File: src/rtl/aes_round_ctrl.sv
// Round sequencer for an iterative AES datapath: initial AddRoundKey, NUM_ROUNDS-1 full rounds, final round.
// Optional abort input enabled by defining AES_ROUND_CTRL_ABORT_EN.
module aes_round_ctrl #(
    parameter int NUM_ROUNDS = 10,
    parameter int IDX_W      = 4
) (
    input  logic             clk,
    input  logic             rst_n,
    input  logic             start_valid,
    output logic             start_ready,
    input  logic             decrypt,
    input  logic             key_ready,
    output logic [IDX_W-1:0] round_key_idx,
    output logic             dp_load,
    output logic             dp_round_en,
    output logic             dp_last_round,
    output logic             dp_inverse,
    output logic             busy,
    output logic             done_valid,
    input  logic             done_ready
`ifdef AES_ROUND_CTRL_ABORT_EN
    ,
    input  logic             abort
`endif
);

    // Handshakes: a transfer happens on a rising edge where valid and ready are both high;
    // valid is held stable by its source until that edge.

    typedef enum logic [2:0] {
        IDLE  = 3'd0,
        INIT  = 3'd1,
        ROUND = 3'd2,
        LAST  = 3'd3,
        DONE  = 3'd4
    } state_t;

    localparam logic [IDX_W-1:0] LAST_IDX  = IDX_W'(NUM_ROUNDS);
    localparam logic [IDX_W-1:0] ROUND_END = IDX_W'(NUM_ROUNDS - 1);

    state_t           state_q, state_d;
    logic [IDX_W-1:0] cnt_q, cnt_d;
    logic             mode_q, mode_d;

    always_ff @(posedge clk or negedge rst_n) begin
        if (!rst_n) begin
            state_q <= IDLE;
            cnt_q   <= '0;
            mode_q  <= 1'b0;
        end else begin
            state_q <= state_d;
            cnt_q   <= cnt_d;
            mode_q  <= mode_d;
        end
    end

    always_comb begin
        state_d       = state_q;
        cnt_d         = cnt_q;
        mode_d        = mode_q;
        start_ready   = 1'b0;
        round_key_idx = '0;
        dp_load       = 1'b0;
        dp_round_en   = 1'b0;
        dp_last_round = 1'b0;
        done_valid    = 1'b0;
        case (state_q)
            IDLE: begin
                start_ready = 1'b1;
                if (start_valid) begin
                    mode_d  = decrypt;
                    cnt_d   = '0;
                    state_d = INIT;
                end
            end
            INIT: begin
                round_key_idx = mode_q ? LAST_IDX : '0;
                dp_load       = key_ready;
                if (key_ready) begin
                    cnt_d   = IDX_W'(1);
                    state_d = ROUND;
                end
            end
            ROUND: begin
                // Decrypt walks the key schedule backwards.
                round_key_idx = mode_q ? (LAST_IDX - cnt_q) : cnt_q;
                dp_round_en   = key_ready;
                if (key_ready) begin
                    cnt_d = cnt_q + IDX_W'(1);
                    if (cnt_q == ROUND_END) begin
                        state_d = LAST;
                    end
                end
            end
            LAST: begin
                round_key_idx = mode_q ? '0 : LAST_IDX;
                dp_round_en   = key_ready;
                dp_last_round = key_ready;
                if (key_ready) begin
                    state_d = DONE;
                end
            end
            DONE: begin
                done_valid = 1'b1;
                if (done_ready) begin
                    state_d = IDLE;
                end
            end
            default: begin
                state_d = IDLE;
            end
        endcase
`ifdef AES_ROUND_CTRL_ABORT_EN
        if (abort && (state_q != IDLE)) begin
            state_d       = IDLE;
            cnt_d         = '0;
            dp_load       = 1'b0;
            dp_round_en   = 1'b0;
            dp_last_round = 1'b0;
        end
`endif
    end

    assign busy       = (state_q != IDLE);
    assign dp_inverse = mode_q;

endmodule
File: config.mk
export PLATFORM = sky130hd
export DESIGN_NAME = aes_round_ctrl
export DESIGN_NICKNAME = d
export VERILOG_FILES = /design/src/rtl/aes_round_ctrl.sv
export SDC_FILE = /design/constraint.sdc
export NUM_CORES = 1
export LEC_CHECK = 0
export ABC_CLOCK_PERIOD_IN_PS = 1900
export BUFFER_PORTS_ARGS = -buffer_cell sky130_fd_sc_hd__buf_2
export CAP_MARGIN = 20
export CORE_AREA = 3 3 40 42
export CTS_CLUSTER_DIAMETER = 100
export DETAILED_ROUTE_END_ITERATION = 6
export DIE_AREA = 0 0 43 45
export PLACE_DENSITY = 0.79
export RECOVER_POWER = 100
export SYNTH_ARGS = -nofsm -noshare
export SYNTH_HDL_FRONTEND = slang
export SYNTH_SLANG_ARGS = --single-unit
File: constraint.sdc
create_clock -name clk -period 1.9 [get_ports clk]
set_clock_uncertainty 0.05 [all_clocks]
set_input_delay 0.38 -clock clk [delete_from_list [all_inputs] [get_ports clk]]
set_output_delay 0.38 -clock clk [all_outputs]
set_load 0.01 [all_outputs]
==> metrics.txt, run 1 <==
status finished with violations; failing checks negative setup slack; Core Box Area 1280 µm²; WHS Endpoint dp_inverse; synthesis-to-layout area growth 38.9%; Row Count 13; Starting Density 0.473; Ports 17; initial antenna violation count 0; Avg Inst Size Synth 8.33 µm²; leak pwr 0.419 nW; setup TNS -50.1 ps; GR peak layer met2; via count ~640; Via density between 5 and 6; Detailed Place HPWL 1020 µm; Yosys reg bits 8; hold path cells 2; drc violations 0; CP Launch Point cnt_q[1]; Non-Filler Cell Area, Final roughly 840 µm²; Worst Hold Class input port to register; DR pass1 iterations 4; H-tree Lvls 1; Syn Std Cell Area 608 µm²; antenna viol nets, final 0; total track usage 0.169; Final Net Count 111; cell count after synthesis 73; largest net degree at the start of global routing 14; register-to-register setup slack between 200 and 300 ps; Post-Place Cells 103; cts bufs inserted 3; Initial DRC Count 20; GRT met2 Usage 0.281; Cell Chain, Critical Path inv_2 -> ha_4 -> nand2_2 -> o22ai_2 -> a22oi_2 -> nor2_1 -> buf_2; mean routed wirelength per cell 14.7 µm; n_diodes 0; DP Area 706 µm²; count of final hold-check violations 0; Worst setup EP type output pin; fraction of registers with async set/reset 1.00; Slew @ Worst Pin ~450 ps; kind of critical path register to output pin; Worst R2R Start state_q[0]; die area just under 2000 µm²; Die Span Y 45 µm; top cells by count, synth nand2_1, dfrtp_1, nor2_1; setup ws final -50.1 ps; Final Cycle Share 1.03; Clock Root Buffer clkbuf_4; HP Start decrypt; Hold WS 303 ps; most frequent cell after synthesis nand2_1; worst rel slew slack 0.700; clk sink count 8; leading area contributor after synthesis dfrtp_1; M1 GR Usage 0.188; RePlAce Congestion 0.872; IO buf count 16; VDD IR-drop max 0.935 mV; RSZ-0062 raised after global routing yes; CP Data Arrival Time approximately 1500 ps; share of layout cells above drive strength 1 0.505; Worst Reg-to-Reg Cells 5; gr ovfl total 0; Top FF cell, synth dfrtp_1; worst-case clock buffer depth 2; first-pass GRT wire length ~2400 µm; Layout fillers about 110; max incr delay on CP between 300 and 400 ps; Cell variety after synth 33; post-synthesis net count 81; Seq/Total Area, Yosys 0.329; max cap viols 0; Fmax achieved 513 MHz; reg-to-reg endpoint cnt_q[0]; pwr/cell area around 1700 nW/µm²; Worst-Skew Late Latency 260 ps; top cell type's share of synthesized area 0.329; Final Max Slew Viols 0; total wire length 1700 µm; CP max-delay cell dfrtp_1; dominant cells by area after synthesis dfrtp_1, nand2_1, nor2_1, ha_1, inv_1; Synth Warn # 0; Clock transition at path regs 60 ps; Power Total 0.00141 W; EDFF count, synth 0; die extent in x 43 µm; worst path required time 1470 ps; CP startpoint kind register; setup violators final 1; CTS tree done; Period minus WS final 1950 ps; CP max FO 4; M3 GR Usage 0.0757; non-filler cells in the finished layout 116; vias in the first global route around 570
sequential cells by signal, indices dropped and copies added, names as in the netlist:
name / cells
dp_inverse: 1
cnt_q: 4
state_q: 3
worst max-delay path, delay by kind of cell (launching register included):
kind / cells / cell delay [ps]
flip-flops: 1 / 390
adder cells (fa/ha/maj): 1 / 270
AO/OA/AOI/OAI: 2 / 230
buffers and inverters: 2 / 200
AND/OR/NAND/NOR: 2 / 160
metal layers:
layer	wire length, µm	vias up
met1	619	298
li1	-	307
met5	0	-
met3	140	10
met4	89	0
met2	853	28
worst max-delay path by stage:
| stage | to | cells after the start |
|---|---|---|
| floorplan | round_key_idx[3] | 4 |
| global placement | round_key_idx[1] | 6 |
| detailed placement | round_key_idx[3] | 5 |
| CTS | round_key_idx[1] | 7 |
| global route | round_key_idx[1] | 7 |
| finish | round_key_idx[1] | 7 |
area by class of cell:
type	instances	area, µm²	share of cell area
tap	15	18.8	0.0222
inverter	7	26.3	0.0311
clock buffer	3	22.5	0.0267
multi-input combinational	54	394	0.467
sequential	8	204	0.241
timing repair buffer	29	179	0.212
timing repair:
item	4_1_cts	5_1_grt
gates resized for setup	5	7
hold buffers	1	0
endpoints found under the hold margin	8	0
endpoints found under the setup margin	4	4
setup buffers	4	5
pin swaps	1	5
per-stage QoR:
step / utilization / setup slack [ps]
finish: 0.657 / -50.1
global route: 0.657 / -134
CTS: 0.610 / 7.82
detailed placement: 0.549 / 170
global placement: 0.549 / 205
floorplan: - / 242
kinds of logic after synthesis:
kind of cell	synth area share
adders and majority gates	0.0411
DFF	0.329
AOI/OAI and AO/OA	0.148
xor gates and xnor gates	0.0576
and+or+nand+nor	0.305
buffers and inverters	0.0823
muxes	0.0370
layout by cell type, fill, tap and decap left out, types with 2 or more instances in the layout:
cell	count
dfrtp_2	3
and3_1	2
nand3_1	2
mux2_2	2
o31ai_1	2
o21ai_0	2
clkbuf_4	3
nand2_1	9
nor2_1	7
inv_1	5
inv_2	2
and2b_2	2
xnor2_1	2
a21oi_1	4
dfrtp_1	5
buf_4	12
xor2_1	2
buf_2	15
report_power, final:
| part | total (W) | internal, W | switching, W |
|---|---|---|---|
| Sequential | 0.000330 | 0.000234 | 0.0000955 |
| Clock | 0.000132 | 0.0000724 | 0.0000596 |
| Combinational | 0.000949 | 0.000470 | 0.000479 |
No activity file was read; power rests on OpenSTA's default activity.
==> run 2: changes to the inputs <==
ABC_CLOCK_PERIOD_IN_PS = 2340   (was 1900)
clock period = 2.34 ns   (was 1.9 ns; I/O delays follow)
==> run 2 against run 1 <==
Combinational power fell by 55%. Sequential share of layout area is 5.0 points higher. The flow now finishes without violations. Worst setup slack improved by 270 ps. Largest power group unchanged. Sequential power shrank 8.8%.
==> metrics.txt, run 2 (synthesized netlist as in run 1, its figures left out) <==
CP max FO 7 (+3); Fmax achieved 472 MHz; total track usage 0.143 (-0.0260); worst rel slew slack 0.688 (-0.0121); via count 518 (-19%); setup violators final 0 (-1); Layout fillers 133 (+27%); die area 1940 µm² (unchanged); CP startpoint kind register; n_diodes 0 (unchanged); Worst-Skew Late Latency 250 ps (about the same); Core Box Area 1280 µm² (unchanged); max cap viols 0 (unchanged); RSZ-0062 raised after global routing no; clk sink count 8 (unchanged); initial antenna violation count 0 (unchanged); Crit path max-delay family flip-flops; Final Cycle Share 0.905; Non-Filler Cell Area, Final 687 µm² (-19%); share of layout cells above drive strength 1 0.157 (-0.348); Row Count 13 (unchanged); largest net degree at the start of global routing 17 (+3); Slew @ Worst Pin 468 ps (+18.2 ps); synthesis-to-layout area growth 13.0%; mean routed wirelength per cell 12.1 µm (-18%); pre-CTS setup slack 503 ps (+333 ps); Clock transition at path regs 60 ps (about the same); Die Span Y 45 µm (unchanged); CTS tree done; Worst Hold Class input port to register; IO buf count 16 (unchanged); VDD IR-drop max 0.640 mV (-32%); Starting Density 0.473 (unchanged); setup ws final 222 ps (+272 ps); post-CTS sizing 0 (-5); antenna viol nets, final 0 (unchanged); H-tree Lvls 1 (unchanged); Final Max Slew Viols 0 (unchanged); cts bufs inserted 3 (unchanged); Worst setup EP type output pin; Biggest register cnt_q; worst-case clock buffer depth 2 (unchanged); first-pass GRT wire length 2090 µm (-12%); max reg flops 4 (unchanged); pwr/cell area 1220 nW/µm² (-27%); DR pass1 iterations 4 (unchanged); Final Net Count 99 (-11%); Cell Chain, Critical Path ha_1 -> nand2_1 -> o22ai_1 -> a22oi_1 -> nor2_1 -> clkbuf_1; Ports 17 (unchanged); CP max-delay cell dfrtp_1; Period minus WS final around 2100 ps; CP Data Arrival Time 1600 ps (+80 ps); worst path required time 1820 ps (+350 ps); Detailed Place HPWL 957 µm (-6.5%); RePlAce Congestion 0.901 (+3.2%); leak pwr 0.327 nW (-22%); DP Area 683 µm² (-3.2%); vias in the first global route 460 (-19%); Initial DRC Count 12 (-40%); Worst Path Buf+Inv 1 (-1); most frequent cells in the layout nand2_1, clkbuf_1, dfrtp_1, inv_1, nor2_1; total wire length 1250 µm (-26%); kind of critical path register to output pin; max incr delay on CP 440 ps (+50 ps); drc violations 0 (unchanged); Power Total 0.000837 W (-41%); count of final hold-check violations 0 (unchanged); Clock Root Buffer clkbuf_4; setup TNS 0 ps (+50.1 ps); die extent in x 43 µm (unchanged); status finished, final reports clean; Via density 4.98 (-10%); gr ovfl total 0 (unchanged)
[run 2: cell types whose count changed in the layout (fill, tap and decap cells not counted), moves of 2 or more]
cell and change:
buf_4 -12, buf_2 -9, clkbuf_1 +9, dfrtp_1 +3
dfrtp_2 -3, ha_1 +2, inv_1 +2, inv_2 -2
[run 2: per-stage QoR]
stage / hold WS, ps / std cells / utilization
detailed placement: 272 / 100 / 0.532
floorplan: 122 / 73 / -
CTS: 390 / 104 / 0.557
global route: 395 / 104 / 0.535
finish: 393 / 104 / 0.535
global placement: 267 / 100 / 0.532
[run 2: worst paths after layout]
path                             from          endpoint  slack, ps  cells past startpoint
max                          cnt_q[0]  round_key_idx[1]        220                      6
min                           decrypt        dp_inverse        390                      2
max reg2reg                state_q[0]          cnt_q[2]        660                      4
min reg2reg                  cnt_q[3]        state_q[0]        430                      2
max in group asynchronous       rst_n          cnt_q[1]       1280                      2
min in group asynchronous       rst_n        state_q[2]        630                      2
[run 2: timing repair]
item | CTS | global route
hold buffers | 1 | 0
endpoints found under the hold margin | 4 | 0
setup buffers | 0 | 0
[run 2: area by class of cell]
| class | instances | area [µm²] | area share |
|---|---|---|---|
| Sequential cell | 8 | 200 | 0.291 |
| Timing Repair Buffer | 17 | 77.6 | 0.113 |
| Inverter | 7 | 26.3 | 0.0383 |
| Multi-Input combinational cell | 54 | 342 | 0.497 |
| Tap cell | 15 | 18.8 | 0.0273 |
| Clock buffer | 3 | 22.5 | 0.0328 |
[run 2: worst reg2reg max path, cell delays in order, from the launching register on]
cell and delay [ps]:
dfrtp_1 600, mux2_1 390, a21oi_1 330, o21ai_0 150, nand2_1 90
[run 2: power breakdown]
part	switching (W)	leakage [nW]	internal, W
Clock	0.0000470	0.0138	0.0000587
Combinational	0.000238	0.208	0.000192
Sequential	0.000116	0.105	0.000185
[run 2: layer usage]
| metal | share of wire | vias to the layer above | track usage |
|---|---|---|---|
| li1 | - | 278 | - |
| met1 | 0.44 | 224 | 0.200 |
| met2 | 0.48 | 16 | 0.222 |
| met3 | 0.072 | 0 | 0.0598 |
| met4 | 0 | 0 | 0 |
| met5 | 0 | - | 0 |
==> run 3: changes to the inputs <==
ABC_AREA = 1   (was not set)
CORE_AREA = not set   (was 3 3 40 42)
CORE_MARGIN = 3   (was not set)
CORE_UTILIZATION = 49   (was not set)
DIE_AREA = not set   (was 0 0 43 45)
PLACE_DENSITY = 0.83   (was 0.79)
==> run 3 against run 2 <==
Worst setup slack improved by 43 ps. Critical path depth unchanged. Sequential share of layout area decreased by 2.3 points. Clock-buffer cell count unchanged. Routed wire length increased by 28%.
==> metrics.txt, run 3 <==
status finished, final reports clean; Worst Reg-to-Reg Cells 6 (+2); Final Max Slew Viols 0 (unchanged); CTS tree done; Clock transition at path regs 60 ps (about the same); cell count after synthesis 102 (+40%); non-filler cells in the finished layout 136 (+31%); WHS Endpoint dp_inverse; antenna viol nets, final 0 (unchanged); max incr delay on CP 440 ps (about the same); Worst R2R Start state_q[2]; Fmax achieved 482 MHz (+2.1%); VDD IR-drop max 0.750 mV (+17%); Syn Std Cell Area 657 µm² (+8.0%); Worst Path Buf+Inv 2 (+1); Starting Density 0.554 (+0.0806); Final Cycle Share 0.887 (-0.0185); Initial DRC Count 28 (+16); RePlAce Congestion 0.901 (about the same); leading area contributor after synthesis dfrtp_1; register-to-register setup slack 540 ps (-120 ps); RSZ-0062 raised after global routing no; mean routed wirelength per cell 11.8 µm (-2.4%); EDFF count, synth 0 (unchanged); Crit path max-delay family flip-flops; worst path required time 1820 ps (about the same); setup violators final 0 (unchanged); H-tree Lvls 1 (unchanged); hold path cells 3 (+1); Die Span Y 42.6 µm (-5.3%); clk sink count 8 (unchanged); leak pwr 0.423 nW (+29%); Biggest register cnt_q; most frequent cells in the layout nand2_1, nor2_1, inv_1, nand3_1, clkbuf_1; gr ovfl total 0 (unchanged); pwr/cell area 1260 nW/µm² (+3.7%); CP Data Arrival Time 1560 ps (-40 ps); Final Net Count 132 (+33%); Via density 5.21 (+4.5%); total wire length 1600 µm (+28%); hold buffers post-CTS 1 (unchanged); M1 GR Usage 0.219 (+0.0187); kind of critical path register to output pin; dominant cells by area after synthesis dfrtp_1, nand2_1, nand3_1, nor2_1, inv_1; Worst Hold Class input port to register; synthesis-to-layout area growth 13.7%; largest net degree at the start of global routing 9 (-8); Cell variety after synth 20 (-39%); post-layout util 0.630 (+0.0952); via count 708 (+37%); commonest non-fill, non-tap cell in the layout nand2_1; setup TNS 0 ps (unchanged); Avg Inst Size Synth 6.44 µm² (-23%); count of final hold-check violations 0 (unchanged); drc violations 0 (unchanged); worst rel slew slack 0.605 (-0.0831); DR pass1 iterations 4 (unchanged); max reg flops 4 (unchanged); CP max-delay cell dfrtp_1; total track usage 0.185 (+0.0420); IO buf count 16 (unchanged); max cap viols 0 (unchanged); GR peak layer met2; post-CTS sizing 0 (unchanged); Worst-Skew Late Latency 260 ps (about the same); reg-to-reg endpoint cnt_q[3]; Worst setup EP type output pin; Yosys reg bits 8 (unchanged); Synth Warn # 0 (unchanged); cts bufs inserted 3 (unchanged); post-synthesis net count 110 (+36%); Detailed Place HPWL 1260 µm (+32%); HP Start decrypt; Seq/Total Area, Yosys 0.305 (-0.0245); most frequent cell after synthesis nand2_1; first-pass GRT wire length 2560 µm (+22%); GRT met2 Usage 0.337 (+0.116); Ports 17 (unchanged); Cell Chain, Critical Path inv_1 -> nand2_1 -> nor2_1 -> o21ai_0 -> a21oi_1 -> clkbuf_1; top cells by count, synth nand2_1, nor2_1, nand3_1; Post-CTS Setup Inserts 0 (unchanged); worst-case clock buffer depth 2 (unchanged); vias in the first global route 617 (+34%); fraction of registers with async set/reset 1.00 (unchanged); die area 1820 µm² (-6.1%); Clock Root Buffer clkbuf_4; Row Count 12 (-1); top cell type's share of synthesized area 0.305 (-0.0245); Period minus WS final 2080 ps (-43.2 ps); Top FF cell, synth dfrtp_1; die extent in x 42.6 µm (-0.90%); initial antenna violation count 0 (unchanged); CP startpoint kind register; Post-Place Cells 132 (+32%); Slew @ Worst Pin 586 ps (+118 ps); share of layout cells above drive strength 1 0.123 (-0.0344); CP max FO 6 (-1); M3 GR Usage 0.0386 (-0.0211); n_diodes 0 (unchanged); Core Box Area 1190 µm² (-7.7%)
==> run 3: cell types whose count changed in the layout (fill, tap and decap cells not counted), moves of 3 or more <==
| cell | previous run | this run |
|---|---|---|
| nand2_1 | 10 | 29 |
| inv_1 | 7 | 13 |
| nor2_1 | 7 | 17 |
| o21ai_0 | 2 | 5 |
| a21oi_1 | 5 | 2 |
| inv_2 | 0 | 3 |
| nand3_1 | 2 | 13 |
==> run 3: worst reg2reg max path, delay by kind of cell, from the launching register on <==
family                 cells  cell delay (ps)
AND/OR/NAND/NOR            4              510
buffers and inverters      1              160
AO/OA/AOI/OAI              1              530
flip-flops                 1              440
==> run 3: worst max-delay path by stage <==
stage	startpoint	to	slack, ps	cells after the start
final	state_q[2]	round_key_idx[2]	260	6
after floorplan	state_q[2]	round_key_idx[2]	780	5
after global placement	state_q[2]	round_key_idx[2]	620	6
after global routing	state_q[2]	round_key_idx[2]	140	6
after detailed placement	state_q[2]	round_key_idx[2]	610	6
after CTS	state_q[2]	round_key_idx[2]	320	6
==> run 3: cells by family (layout without fill, tap and decap cells) <==
family / Yosys count / in the layout / share of synthesized area
adder cells (fa/ha/maj): 2 / 2 / 0.0381
flip-flops: 8 / 8 / 0.305
AND/OR/NAND/NOR: 65 / 65 / 0.450
AO/OA/AOI/OAI: 10 / 10 / 0.103
XOR/XNOR: 1 / 1 / 0.0133
buffers and inverters: 16 / 36 / 0.0914
==> run 3: per-layer routing <==
| layer | part of all wire | vias to the layer above | wire length [µm] |
|---|---|---|---|
| met4 | 0.016 | 0 | 25 |
| met5 | 0 | - | 0 |
| met2 | 0.49 | 32 | 781 |
| li1 | - | 361 | - |
| met1 | 0.44 | 311 | 707 |
| met3 | 0.055 | 4 | 88 |
==> run 3: area by class of cell <==
cell class	count	area, µm²
sequential	8	200
tap	14	17.5
multi-input combinational	78	370
fill	118	439
inverter	16	60.1
clock buffer	3	22.5
timing repair buffer	17	76.3
==> run 3: stage by stage <==
stage	setup WS [ps]	total power [W]	hold slack (ps)	instance area, µm²
after floorplan	777	0.000720	122	657
after global placement	621	0.000877	274	754
after detailed placement	608	0.000900	272	754
after CTS	320	0.00101	421	787
after global routing	138	0.00104	445	747
final	265	0.000945	421	747
==> run 3: where the power goes <==
group          internal (W)  total [W]  switching [W]
Sequential         0.000186   0.000266      0.0000802
Clock             0.0000587   0.000106      0.0000475
Combinational      0.000191   0.000572       0.000381
Total              0.000436   0.000945       0.000509
